### src/rtl/interboard_tx.sv
// -----------------------------------------------------------------------------
// interboard_tx
//
// Sending end of the inter-board command link. Each GameControl command
// (one-cycle ctrl_en pulse) is packed into a 22-bit payload and framed as
// start(0), payload LSB first, even parity, stop(1). That is 25 bits, each held
// for CLKS_PER_BIT cycles on tx_data. After the stop bit the block waits for
// a rising edge on ack_in. It retransmits the same frame on timeout, up to
// MAX_RETRY times. A one-entry buffer holds a command that arrives while a
// frame is in flight.
//
// Parameters:
//   CLKS_PER_BIT  cycles each serial bit is held (>= 2)
//   ACK_TIMEOUT   cycles spent in WAIT_ACK before a retransmission
//   MAX_RETRY     retransmissions allowed after the first send
//
// Ports:
//   clk            system clock
//   rst            synchronous active-high reset
//   ctrl_en        one-cycle command request
//   ctrl_move_dir  0 left, 1 right
//   ctrl_msg_type  message type (sent unchanged)
//   ctrl_block_x   column
//   ctrl_block_y   row
//   ctrl_card      card id
//   ctrl_sel_len   selection length
//   ack_in         asynchronous acknowledge from peer, rising edge = ack
//   tx_data        serial line, idles high
//   busy           high while not IDLE
//   done           one-cycle pulse, frame acknowledged
//   fail           one-cycle pulse, retries exhausted, command dropped
//   overflow       one-cycle pulse, request dropped because buffer full
// -----------------------------------------------------------------------------
module interboard_tx #(
  parameter int CLKS_PER_BIT = 16,
  parameter int ACK_TIMEOUT  = 4096,
  parameter int MAX_RETRY    = 3
) (
  input  logic       clk,
  input  logic       rst,
  input  logic       ctrl_en,
  input  logic       ctrl_move_dir,
  input  logic [3:0] ctrl_msg_type,
  input  logic [4:0] ctrl_block_x,
  input  logic [2:0] ctrl_block_y,
  input  logic [5:0] ctrl_card,
  input  logic [2:0] ctrl_sel_len,
  input  logic       ack_in,
  output logic       tx_data,
  output logic       busy,
  output logic       done,
  output logic       fail,
  output logic       overflow
);

  localparam int FRAME_BITS = 25;
  localparam int DIV_W      = $clog2(CLKS_PER_BIT);
  localparam int TMR_W      = $clog2(ACK_TIMEOUT + 1);
  localparam int RTY_W      = (MAX_RETRY > 0) ? $clog2(MAX_RETRY + 1) : 1;

  typedef enum logic [1:0] {
    IDLE,
    SEND,
    WAIT_ACK
  } state_t;

  state_t                  state_q, state_d;
  logic [FRAME_BITS-1:0]   shift_q, shift_d;
  logic [FRAME_BITS-1:0]   frame_q, frame_d;
  logic [FRAME_BITS-1:0]   buf_q, buf_d;
  logic                    buf_valid_q, buf_valid_d;
  logic [DIV_W-1:0]        div_q, div_d;
  logic [4:0]              bit_q, bit_d;
  logic [TMR_W-1:0]        timer_q, timer_d;
  logic [TMR_W-1:0]        timer_inc;
  logic [RTY_W-1:0]        retry_q, retry_d;
  logic                    done_q, done_d;
  logic                    fail_q, fail_d;
  logic                    overflow_q, overflow_d;
  logic                    sync1_q, sync2_q, sync_prev_q;

  logic [21:0]             payload;
  logic [FRAME_BITS-1:0]   new_frame;
  logic                    ack_edge;
  logic                    drain;

  // Pack the incoming command and wrap it in start, parity and stop bits.
  // Bit 0 of the frame goes out first, so the start bit sits at the bottom.
  always_comb begin
    payload   = {ctrl_sel_len, ctrl_card, ctrl_block_y, ctrl_block_x,
                 ctrl_msg_type, ctrl_move_dir};
    new_frame = {1'b1, ^payload, payload, 1'b0};
  end

  // A drain is held off while done/fail is still high. This leaves one quiet
  // IDLE cycle on the line between an acknowledged or failed frame and the
  // buffered one.
  assign ack_edge  = sync2_q & ~sync_prev_q;
  assign drain     = (state_q == IDLE) && buf_valid_q && !(done_q || fail_q);
  assign timer_inc = timer_q + TMR_W'(1);

  // Next-state and datapath logic for the framing FSM, followed by the
  // buffer bookkeeping for requests that cannot start immediately.
  always_comb begin
    state_d     = state_q;
    shift_d     = shift_q;
    frame_d     = frame_q;
    buf_d       = buf_q;
    buf_valid_d = buf_valid_q;
    div_d       = div_q;
    bit_d       = bit_q;
    timer_d     = timer_q;
    retry_d     = retry_q;
    done_d      = 1'b0;
    fail_d      = 1'b0;
    overflow_d  = 1'b0;

    case (state_q)
      IDLE: begin
        if (drain) begin
          shift_d     = buf_q;
          frame_d     = buf_q;
          buf_valid_d = 1'b0;
          div_d       = '0;
          bit_d       = '0;
          retry_d     = '0;
          state_d     = SEND;
        end else if (ctrl_en && !buf_valid_q) begin
          shift_d = new_frame;
          frame_d = new_frame;
          div_d   = '0;
          bit_d   = '0;
          retry_d = '0;
          state_d = SEND;
        end
      end

      SEND: begin
        if (div_q == DIV_W'(CLKS_PER_BIT - 1)) begin
          div_d = '0;
          if (bit_q == 5'(FRAME_BITS - 1)) begin
            timer_d = '0;
            state_d = WAIT_ACK;
          end else begin
            bit_d   = bit_q + 5'd1;
            shift_d = {1'b1, shift_q[FRAME_BITS-1:1]};
          end
        end else begin
          div_d = div_q + DIV_W'(1);
        end
      end

      WAIT_ACK: begin
        if (ack_edge) begin
          done_d  = 1'b1;
          state_d = IDLE;
        end else if (timer_inc == TMR_W'(ACK_TIMEOUT)) begin
          if (retry_q < RTY_W'(MAX_RETRY)) begin
            retry_d = retry_q + RTY_W'(1);
            shift_d = frame_q;
            div_d   = '0;
            bit_d   = '0;
            state_d = SEND;
          end else begin
            fail_d  = 1'b1;
            state_d = IDLE;
          end
        end else begin
          timer_d = timer_inc;
        end
      end

      default: state_d = IDLE;
    endcase

    // A request that does not start directly from IDLE goes to the buffer.
    // It is accepted when the buffer is empty or is being drained this cycle,
    // and dropped otherwise.
    if (ctrl_en && !((state_q == IDLE) && !buf_valid_q)) begin
      if (!buf_valid_q || drain) begin
        buf_d       = new_frame;
        buf_valid_d = 1'b1;
      end else begin
        overflow_d = 1'b1;
      end
    end
  end

  // State register, plus the ack synchronizer and the edge-history flop.
  always_ff @(posedge clk) begin
    if (rst) begin
      state_q     <= IDLE;
      shift_q     <= '1;
      frame_q     <= '0;
      buf_q       <= '0;
      buf_valid_q <= 1'b0;
      div_q       <= '0;
      bit_q       <= '0;
      timer_q     <= '0;
      retry_q     <= '0;
      done_q      <= 1'b0;
      fail_q      <= 1'b0;
      overflow_q  <= 1'b0;
      sync1_q     <= 1'b0;
      sync2_q     <= 1'b0;
      sync_prev_q <= 1'b0;
    end else begin
      state_q     <= state_d;
      shift_q     <= shift_d;
      frame_q     <= frame_d;
      buf_q       <= buf_d;
      buf_valid_q <= buf_valid_d;
      div_q       <= div_d;
      bit_q       <= bit_d;
      timer_q     <= timer_d;
      retry_q     <= retry_d;
      done_q      <= done_d;
      fail_q      <= fail_d;
      overflow_q  <= overflow_d;
      sync1_q     <= ack_in;
      sync2_q     <= sync1_q;
      sync_prev_q <= sync2_q;
    end
  end

  // The line sits high everywhere except while a frame is being shifted.
  assign tx_data  = (state_q == SEND) ? shift_q[0] : 1'b1;
  assign busy     = (state_q != IDLE);
  assign done     = done_q;
  assign fail     = fail_q;
  assign overflow = overflow_q;

endmodule

### config.mk
export PLATFORM = sky130hd
export DESIGN_NAME = interboard_tx
export DESIGN_NICKNAME = d
export VERILOG_FILES = /design/src/rtl/interboard_tx.sv
export SDC_FILE = /design/constraint.sdc
export NUM_CORES = 1
export LEC_CHECK = 0
export ABC_CLOCK_PERIOD_IN_PS = 3300
export CORE_MARGIN = 3
export CORE_UTILIZATION = 43
export DETAILED_ROUTE_END_ITERATION = 10
export GPL_TIMING_DRIVEN = 0
export SLEW_MARGIN = 0
export SYNTH_ARGS = -nofsm -noshare
export SYNTH_HDL_FRONTEND = slang
export SYNTH_SLANG_ARGS = --single-unit
### constraint.sdc
create_clock -name clk -period 3.3 [get_ports clk]
set_clock_uncertainty 0.1 [all_clocks]
set_input_delay 0.495 -clock clk [delete_from_list [all_inputs] [get_ports clk]]
set_output_delay 0.495 -clock clk [all_outputs]
set_load 0.03 [all_outputs]
==> summary.txt, run 1 <==
Place
  – Dpl cells: 810
  – Final HPWL DP: 9290 um
  – Port Buffers: 29
  – GPL Wtd Cong: 0.831

Finish
  – Layout cell share with drive strength beyond 1: 5.15%
  – Multi-input gate area: 2950 um2
  – Filler Cells Inserted: 1137
  – Area growth from synthesis to final layout: 15.2%
  – Diode count: 0
  – Non-filler cells, final: 824
  – Nets@finish: 694
  – Reg area: 2120 um2

Floorplan
  – Initial Util: 45.2%
  – Height of the chip: 117 um
  – Top Ports: 31
  – Core ar.: 11800 um2
  – Die ar.: 13700 um2
  – Chip width: 117 um
  – FP Rows: 39

Setup path
  – CP Max Fanout: 10
  – WP data required: 2.70 ns
  – CP Launch Type: register
  – WS Path Type: register to output pin
  – Crit. End Element: output pin
  – Worst EP arrival: 2.48 ns

Detailed routing
  – Via count: 4595
  – Vias per inst: 5.58
  – Routed Antenna Nets: 0
  – Initial drt markers: 305
  – DRC Markers: 0
  – Final WL: 12900 um
  – Routed wire length per instance: 15.7 um
  – DRT Pass-1 Iters: 5

Synthesis
  – Mapped Area: 5320 um2
  – Distinct cells, synth: 60
  – Synthesized area per cell: 8.61 um2
  – Cell accounting for the most synthesized area: dfxtp_1
  – Ys async rst share: 0%
  – Cell with the most instances after synthesis: dfxtp_1
  – Flops & latches, synth: 106
  – Syn Nets: 654
  – Synth top area cells: dfxtp_1 40%, mux2i_1 9.6%, nand2_1 6.4%, a21oi_1 5.7%, a211oi_1 3.8%
  – Top cells by count, synth: 106 x dfxtp_1, 91 x nand2_1, 61 x a21oi_1, 51 x mux2i_1, 44 x nor2_1
  – EDFF count, synth: 0
  – Mapped Cells: 617
  – Register area share after synthesis: 39.9%
  – Synth top area share: 39.9%
  – Main flop type after synthesis: dfxtp_1
  – Yosys Warn Count: 0

Clocking
  – Clk slew on worst S/H paths: 0.07 ns
  – Root buffer cell: clkbuf_16
  – Hold Buf Count CTS: 0
  – CTS tree: yes
  – H-tree depth: 3
  – Clock Sink Count: 106
  – Clk Latency, worst-skew pair: 0.35 ns
  – Longest Clk Path Bufs: 2
  – CTS Buf Count: 9

Timing
  – Slew Viols, Final: 0
  – Achievable Freq: 326 MHz
  – Worst Tran Pin Value: 0.926 ns
  – Crit path time final: 3.07 ns
  – Setup TNS: 0 ns
  – Final period util: 93.1%
  – Setup violators final: 0
  – Hold slack: 0.344 ns
  – RSZ-0062 raised after global routing: false
  – Fin. Hold Viols: 0
  – Slew HR: 38.2%

Pwr
  – Pwr/cell area: 809 nW/um2
  – Peak supply drop: 0.349 mV
  – LEAKAGE: 0.00243 uW

Flow run
  – Max-cap viol count: 0

Global route
  – Antenna violations before repair: 0
  – First-pass GRT wire length: 21300 um
  – Total GRT Usage: 19.7%
  – Largest net degree at the start of global routing: 17
  – Vias in the first global route: 4238
  – Overflow after GRT: 0

Min path
  – Worst Hold Class: register to register

Status
  – Outcome: finished clean
report_power, final:
part | switching [uW] | internal [uW]
Combinational | 1230 | 840
Clock | 475 | 661
Sequential | 166 | 1580
Total | 1870 | 3080
cell usage in the layout (no fill, tap or decap), drive strengths merged, types with 3 or more instances in the layout:
cell	n
a211o	3
a211oi	27
a21oi	61
a221oi	23
a22o	5
a22oi	3
a31oi	10
and2	3
and3	5
and4	5
buf	9
clkbuf	48
clkdlybuf4s50	29
dfxtp	106
ha	11
inv	13
mux2i	51
nand2	91
nand2b	6
nand3	13
nand3b	3
nand4	6
nor2	44
nor2b	4
nor3	5
nor4b	3
o21a	3
o21ai	10
or2	3
or3	3
or4	3
xnor2	19
xor2	6
sequential cells by signal, indices dropped and copies added, names as in the netlist:
name	count
shift_q	25
buf_q	24
frame_q	24
timer_q	13
bit_q	5
div_q	4
retry_q	2
state_q	2
buf_valid_q	1
done	1
fail	1
overflow	1
sync1_q	1
sync2_q	1
sync_prev_q	1
area by class of cell:
| class | instances | area share (%) |
|---|---|---|
| Sequential cell | 106 | 34.7 |
| Clock inverter | 4 | 1.27 |
| Multi-Input combinational cell | 452 | 48.1 |
| Inverter | 12 | 0.736 |
| Tap cell | 164 | 3.35 |
| Buffer | 47 | 3.33 |
| Timing Repair Buffer | 29 | 4.74 |
| Clock buffer | 10 | 3.74 |
timing repair:
item                                    4_1_cts  5_1_grt
setup buffers                                 0        0
endpoints found under the setup margin        0       34
resized for setup                             0        4
kinds of logic after synthesis:
logic type	synth area share, %
compound gates	20.4
xor+xnor	4.54
fa+ha+maj	2.59
buf+inv	4.66
flops	39.9
mux	9.82
simple gates	18.0
metrics by stage:
step | total power, uW | util, % | worst slack, ns | area [um2]
floorplan | 3310 | - | 0.487 | 5320
global placement | 3780 | 49.4 | 0.155 | 5810
detailed placement | 3840 | 49.4 | 0.115 | 5810
CTS | 4980 | 52.0 | 0.101 | 6120
global route | 5310 | 52.1 | 0.0495 | 6120
finish | 4950 | 52.1 | 0.229 | 6120
worst max-delay path, stage by stage (launching register included):
cell,delay [ns]
dfxtp_1,0.35
inv_1,0.10
ha_1,0.15
clkbuf_1,0.31
clkbuf_1,0.44
nand2b_1,0.16
clkdlybuf4s50_1,0.62
per-layer routing:
layer	wire, um	vias to the layer above	share of wire, %	track usage (%)
met5	0	-	0	0
met3	623	10	4.8	4.99
met2	6070	106	47	32.2
met1	6130	2181	47	26.5
met4	97	0	0.75	4.05
li1	-	2298	-	-
final timing paths:
| kind | start | to | slack (ns) | cells past startpoint |
|---|---|---|---|---|
| hold reg to reg | sync1_q | sync2_q | 0.34 | 1 |
| hold / removal | sync1_q | sync2_q | 0.34 | 1 |
| setup reg to reg | timer_q[1] | timer_q[1] | 0.28 | 9 |
| setup / recovery | state_q[1] | tx_data | 0.23 | 6 |
(Power assumes the default switching activity.)
==> run 2: changes to the inputs <==
--- a/config.mk
+++ b/config.mk
@@ -5,6 +5,7 @@
 export SDC_FILE = /design/constraint.sdc
 export NUM_CORES = 1
 export LEC_CHECK = 0
+export ABC_AREA = 1
 export ABC_CLOCK_PERIOD_IN_PS = 3300
 export CORE_MARGIN = 3
 export CORE_UTILIZATION = 43
==> run 2 against run 1 <==
Compared with the run above:
- first-iteration DRC count increased by 48%
- critical endpoint unchanged
- hold slack worse by 0.028 ns
- die area rose by 5.4%
- highest routed layer unchanged
- sequential cell count is the same
- critical path depth did not move
- via count up 24%
- synthesized cell count rose by 36%
- cell area rose by 4.8%
- power increased by 19%
- sequential power grew 18%
- final cell count grew 28%
- global-route usage rose by 2.5 points
==> summary.txt, run 2 <==
Status
  – Outcome: finished clean

Global route
  – Largest net degree at the start of global routing: 16 (-1)
  – Vias in the first global route: 5404 (+28%)
  – First-pass GRT wire length: 26000 um (+22%)
  – Total GRT Usage: 22.3% (+2.5 points)
  – Antenna violations before repair: 0 (unchanged)
  – Overflow after GRT: 0 (unchanged)

Synthesis
  – Synth top area share: 37.8% (-2.2 points)
  – Yosys Warn Count: 0 (unchanged)
  – Syn Nets: 875 (+34%)
  – Register area share after synthesis: 37.8% (-2.2 points)
  – EDFF count, synth: 0 (unchanged)
  – Cell with the most instances after synthesis: nand2_1
  – Flops & latches, synth: 106 (unchanged)
  – Mapped Area: 5620 um2 (+5.7%)
  – Top cells by count, synth: 216 x nand2_1, 106 x dfxtp_1, 83 x inv_1, 74 x nor2_1, 70 x a21oi_1
  – Main flop type after synthesis: dfxtp_1
  – Synthesized area per cell: 6.70 um2 (-22%)
  – Distinct cells, synth: 32 (-47%)
  – Synth top area cells: dfxtp_1 38%, nand2_1 14%, a21oi_1 6.2%, inv_1 5.5%, o21ai_0 5.0%
  – Mapped Cells: 838 (+36%)
  – Ys async rst share: 0% (unchanged)
  – Cell accounting for the most synthesized area: dfxtp_1

Pwr
  – Sequential Power Share: 34.6% (-0.6 points)
  – P_sw: 2580 uW (+38%)
  – Peak supply drop: 0.407 mV (+17%)
  – Sw Ratio: 43.6% (+5.7 points)
  – Clock network power share: 18.1% (-4.8 points)
  – Combinational group share of total power: 47.3% (+5.5 points)
  – Internal Power: 3340 uW (+8.4%)
  – Pwr/cell area: 921 nW/um2 (+14%)
  – LEAKAGE: 0.00284 uW (+17%)

Clocking
  – H-tree depth: 3 (unchanged)
  – Longest Clk Path Bufs: 2 (unchanged)
  – CTS tree: yes
  – Postcts setup bufs: 0 (unchanged)
  – PostCTS Resize Cnt: 0 (unchanged)
  – Clk slew on worst S/H paths: 0.07 ns (about the same)
  – Hold Buf Count CTS: 0 (unchanged)
  – Clk Latency, worst-skew pair: 0.35 ns (about the same)
  – CTS Buf Count: 9 (unchanged)
  – Root buffer cell: clkbuf_16
  – Clock Sink Count: 106 (unchanged)

Setup path
  – CP Max Fanout: 6 (-4)
  – Cell mode on critical path: inv_1
  – CP Cell Sequence: inv_1 > ha_1 > clkbuf_1 > inv_1 > or2_2 > clkdlybuf4s50_1
  – Crit-path slowest cell: clkdlybuf4s50_1
  – Worst Reg-to-Reg Cells: 9 (unchanged)
  – Worst EP arrival: 2.36 ns (-0.12 ns)
  – Crit. End Element: output pin
  – WP data required: 2.70 ns (about the same)
  – Crit-path max cell delay: 0.59 ns (-0.03 ns)
  – WS Path Type: register to output pin
  – CP Launch Type: register

Finish
  – Reg area: 2120 um2 (-0.12%)
  – Most frequent cells in the layout: 216 x nand2_1, 106 x dfxtp_1, 83 x inv_1
  – Reg with most FFs: shift_q
  – Max reg flops: 25 (unchanged)
  – Non-filler cells, final: 1055 (+28%)
  – Filler Cells Inserted: 1328 (+17%)
  – Top Registers: shift_q x25, buf_q x24, frame_q x24
  – Most common cell after layout, fill and taps aside: nand2_1
  – Diode count: 0 (unchanged)
  – Nets@finish: 916 (+32%)
  – Layout cell share with drive strength beyond 1: 4.08% (-1.1 points)
  – Area growth from synthesis to final layout: 14.3%
  – Multi-input gate area: 2960 um2 (+0.51%)

Timing
  – Worst Tran Pin Value: 0.863 ns (-0.0635 ns)
  – Slew HR: 42.5% (+4.2 points)
  – RSZ-0062 raised after global routing: false
  – Final period util: 89.5% (-3.5 points)
  – Setup TNS: 0 ns (unchanged)
  – Setup violators final: 0 (unchanged)
  – Hold slack: 0.316 ns (-0.0277 ns)
  – Slew Viols, Final: 0 (unchanged)
  – Crit path time final: 2.95 ns (-0.117 ns)
  – Achievable Freq: 339 MHz (+4.0%)
  – Fin. Hold Viols: 0 (unchanged)

Floorplan
  – Height of the chip: 120 um (+2.7%)
  – Chip width: 120 um (+2.7%)
  – Die ar.: 14500 um2 (+5.4%)
  – Top Ports: 31 (unchanged)
  – Initial Util: 44.2% (-1.0 points)
  – Core ar.: 12700 um2 (+8.2%)
  – FP Rows: 41 (+5.1%)

Min path
  – Worst Hold Class: register to register
  – Hold path depth: 2 (+1)

Detailed routing
  – DRC Markers: 0 (unchanged)
  – DRT Pass-1 Iters: 5 (unchanged)
  – Routed wire length per instance: 14.7 um (-5.9%)
  – Vias per inst: 5.40 (-3.2%)
  – Final WL: 15600 um (+20%)
  – Initial drt markers: 452 (+48%)
  – Via count: 5694 (+24%)
  – Routed Antenna Nets: 0 (unchanged)

Flow run
  – Max-cap viol count: 0 (unchanged)

Place
  – Final HPWL DP: 12000 um (+29%)
  – Port Buffers: 30 (+3.4%)
  – Dpl cells: 1040 (+28%)
  – GPL Wtd Cong: 0.854 (+2.9%)
[run 2: changes by cell type in the layout (fill, tap and decap cells not counted), moves of 35 or more]
| cell | delta |
|---|---|
| inv_1 | +72 |
| o21ai_0 | +47 |
| nand3_1 | +41 |
| mux2i_1 | -51 |
| nand2_1 | +125 |
| nand4_1 | +35 |
[run 2: area by class of cell]
class	count	area share [%]
clock buffer	12	3.84
buffer	52	3.45
clock inverter	3	0.624
multi-input combinational	597	46.2
tap	172	3.35
inverter	83	4.85
timing repair buffer	30	4.68
sequential	106	33.1
[run 2: metrics by stage]
| step | total power [uW] | util [%] | setup WS (ns) | instance area, um2 |
|---|---|---|---|---|
| floorplan | 4080 | - | 1.19 | 5620 |
| global placement | 4770 | 48.2 | 0.598 | 6130 |
| detailed placement | 4850 | 48.2 | 0.605 | 6130 |
| CTS | 5940 | 50.5 | 0.327 | 6420 |
| global route | 6470 | 50.5 | 0.210 | 6420 |
| finish | 5920 | 50.5 | 0.346 | 6420 |
[run 2: worst paths after layout]
| check | startpoint | to | slack [ns] |
|---|---|---|---|
| setup / recovery | state_q[1] | tx_data | 0.35 |
| hold / removal | sync1_q | sync2_q | 0.32 |
| setup reg to reg | state_q[0] | shift_q[1] | 0.55 |
| hold reg to reg | sync1_q | sync2_q | 0.32 |
[run 2: power groups by stage]
stage	registers, uW	clock network (uW)	logic (uW)
2_1_floorplan	1980	0	2100
3_3_place_gp	2050	0	2720
3_5_place_dp	2060	0	2790
4_1_cts	2040	1100	2800
5_1_grt	2100	1140	3230
6_report	2050	1070	2800
[run 2: critical path, delay by kind of cell, from the launching register on]
kind                       cells  cell delay [ns]
and+or+nand+nor                1             0.32
adders and majority gates      1             0.15
buffers and inverters          4             1.17
DFF                            1             0.36
[run 2: kinds of logic (layout without fill, tap and decap cells)]
| family | count (synthesis) | count (layout) | synth area share (%) |
|---|---|---|---|
| compound gates | 175 | 175 | 17.8 |
| xor+xnor | 10 | 10 | 1.69 |
| fa+ha+maj | 11 | 11 | 2.45 |
| buf+inv | 135 | 180 | 9.49 |
| flops | 106 | 106 | 37.8 |
| simple gates | 401 | 401 | 30.8 |
[run 2: routing by layer]
layer	vias up	routed length (um)	GRT usage, %
met5	-	0	0
met4	0	323	6.73
met3	20	693	4.26
met2	151	7780	39.4
met1	2660	6760	27.5
li1	2863	-	-
==> run 3: changes to the inputs <==
--- a/config.mk
+++ b/config.mk
@@ -7,8 +7,7 @@
 export LEC_CHECK = 0
 export ABC_AREA = 1
 export ABC_CLOCK_PERIOD_IN_PS = 3300
-export CORE_MARGIN = 3
-export CORE_UTILIZATION = 43
+export CORE_UTILIZATION = 40
 export DETAILED_ROUTE_END_ITERATION = 10
 export GPL_TIMING_DRIVEN = 0
 export SLEW_MARGIN = 0
==> run 3 against run 2 <==
Compared with the run above:
- maximum frequency increased by 1.8%
- sequential share of layout area decreased by 0.23 points
- power increased by 1.2%
- sequential power about the same
- utilization decreased by 2.4 points
- combinational power decreased by 2%
- die area increased by 0.35%
- final cell count increased by 0.47%
- sequential cell count unchanged
- global-route usage decreased by 0.75 points
- largest power group unchanged
==> summary.txt, run 3 (synthesized netlist as in run 2, its figures left out) <==
Status
  – Outcome: finished clean

Timing
  – Crit path time final: 2.90 ns (-0.0521 ns)
  – Final period util: 87.9% (-1.6 points)
  – Fin. Hold Viols: 0 (unchanged)
  – Setup violators final: 0 (unchanged)
  – Setup TNS: 0 ns (unchanged)
  – Slew HR: 58.4% (+16 points)
  – Slew Viols, Final: 0 (unchanged)
  – RSZ-0062 raised after global routing: false
  – Achievable Freq: 345 MHz (+1.8%)
  – Worst Tran Pin Value: 0.624 ns (-0.239 ns)

Pwr
  – Peak supply drop: 0.440 mV (+8.0%)
  – Combinational group share of total power: 46.0% (-1.3 points)
  – P_sw: 2560 uW (-0.58%)
  – LEAKAGE: 0.00287 uW (+0.73%)
  – Pwr/cell area: 926 nW/um2 (+0.46%)
  – Sw Ratio: 42.8% (-0.75 points)
  – Clock network power share: 20.0% (+1.9 points)
  – Sequential Power Share: 34.0% (-0.6 points)
  – Internal Power: 3420 uW (+2.5%)

Place
  – Port Buffers: 30 (unchanged)
  – DP Area: 6140 um2 (about the same)
  – Final HPWL DP: 10900 um (-8.8%)
  – GPL Wtd Cong: 0.821 (-3.9%)

Finish
  – Max reg flops: 25 (unchanged)
  – Diode count: 0 (unchanged)
  – Area growth from synthesis to final layout: 15.1%
  – Final non-filler cell area: 6460 um2 (+0.70%)
  – Nets@finish: 916 (unchanged)
  – Most frequent cells in the layout: 216 x nand2_1, 106 x dfxtp_1, 83 x inv_1
  – Filler Cells Inserted: 1438 (+8.3%)
  – Reg with most FFs: shift_q
  – Layout cell share with drive strength beyond 1: 4.41% (+0.33 points)
  – Top Registers: shift_q x25, buf_q x24, frame_q x24
  – Most common cell after layout, fill and taps aside: nand2_1

Setup path
  – Worst Reg-to-Reg Cells: 9 (unchanged)
  – Reg-to-Reg Start: state_q[0]
  – Worst EP arrival: 2.31 ns (-0.05 ns)
  – Crit path from: state_q[0]
  – Crit. End Element: output pin
  – CP Max Fanout: 6 (unchanged)
  – CP Launch Type: register
  – WP data required: 2.70 ns (about the same)
  – Reg2reg setup slack: 0.61 ns (+0.06 ns)
  – Reg2Reg Capture Point: shift_q[5]
  – CP endpoint: tx_data
  – WS Path Type: register to output pin

Detailed routing
  – DRT Pass-1 Iters: 5 (unchanged)
  – Vias per inst: 5.14 (-4.7%)
  – Routed wire length per instance: 13.8 um (-6.4%)
  – Routed Antenna Nets: 0 (unchanged)
  – Final WL: 14600 um (-5.9%)
  – DRC Markers: 0 (unchanged)
  – Initial drt markers: 353 (-22%)
  – Via count: 5451 (-4.3%)

Global route
  – First-pass GRT wire length: 24700 um (-4.8%)
  – Vias in the first global route: 5061 (-6.3%)
  – Overflow after GRT: 0 (unchanged)
  – Largest net degree at the start of global routing: 18 (+2)
  – Total GRT Usage: 21.5% (-0.75 points)
  – Antenna violations before repair: 0 (unchanged)

Clocking
  – Clk Latency, worst-skew pair: 0.36 ns (about the same)
  – Hold Buf Count CTS: 0 (unchanged)
  – PostCTS Resize Cnt: 0 (unchanged)
  – CTS tree: yes
  – Longest Clk Path Bufs: 2 (unchanged)
  – CTS Buf Count: 9 (unchanged)
  – Root buffer cell: clkbuf_16
  – Clock Sink Count: 106 (unchanged)
  – Clk slew on worst S/H paths: 0.07 ns (about the same)
  – H-tree depth: 3 (unchanged)
  – Postcts setup bufs: 0 (unchanged)

Floorplan
  – Initial Util: 41.8% (-2.4 points)
  – Die ar.: 14500 um2 (+0.35%)
  – Core ar.: 13500 um2 (+5.7%)
  – Chip width: 121 um (+0.17%)
  – FP Rows: 42 (+2.4%)
  – Height of the chip: 121 um (+0.17%)
  – Top Ports: 31 (unchanged)

Min path
  – Worst Hold Class: register to register
  – Hold Startpoint: sync1_q

Flow run
  – Max-cap viol count: 0 (unchanged)
==> run 3: cell types whose count changed in the layout (fill, tap and decap cells not counted) <==
cell	before	now
bufinv_16	1	2
clkbuf_1	40	38
inv_6	0	2
==> run 3: power groups by stage <==
stage	registers, uW	logic, uW	clock network (uW)
after floorplan	1980	2100	0
after global placement	2050	2750	0
after detailed placement	2050	2760	0
after CTS	2030	2770	1210
after global routing	2100	3170	1260
final	2030	2750	1200
==> run 3: worst min path at each step <==
| stage | to | slack [ns] | cells after the start |
|---|---|---|---|
| 6_report | sync2_q | 0.31 | 2 |
| 5_1_grt | sync2_q | 0.34 | 2 |
| 4_1_cts | sync2_q | 0.31 | 2 |
| 3_5_place_dp | sync2_q | 0.30 | 2 |
| 3_3_place_gp | sync2_q | 0.29 | 2 |
| 2_1_floorplan | sync2_q | 0.29 | 2 |
==> run 3: worst max-delay path: stages, from the launching register on <==
cell and delay [ns]:
dfxtp_1 0.41, ha_1 0.17, clkbuf_1 0.26, inv_1 0.20, or2_2 0.31, clkdlybuf4s50_1 0.59
==> run 3: routing by layer <==
layer,wire length (um),GRT usage [%],up-vias,share of wire (%)
met5,0,0,-,0
met1,6920,27.7,2484,47
li1,-,-,2861,-
met4,147,4.48,0,1.0
met2,7030,36.9,95,48
met3,543,4.48,11,3.7
==> run 3: cell type report <==
class | count | area, um2 | share of cell area (%)
Multi-Input combinational cell | 597 | 2960 | 45.8
Clock buffer | 10 | 239 | 3.70
Inverter | 83 | 312 | 4.82
Sequential cell | 106 | 2120 | 32.8
Tap cell | 176 | 220 | 3.41
Timing Repair Buffer | 30 | 300 | 4.64
Buffer | 52 | 221 | 3.43
Clock inverter | 6 | 87.6 | 1.35
==> run 3: through the flow <==
stage | cells | worst slack [ns] | util [%] | total power (uW) | hold slack (ns)
floorplan | 838 | 1.19 | - | 4080 | 0.288
global route | 1060 | 0.282 | 48.1 | 6530 | 0.338
CTS | 1060 | 0.380 | 48.1 | 6010 | 0.306
finish | 1060 | 0.398 | 48.1 | 5980 | 0.306
global placement | 1044 | 0.585 | 45.6 | 4800 | 0.291
detailed placement | 1044 | 0.590 | 45.6 | 4810 | 0.296
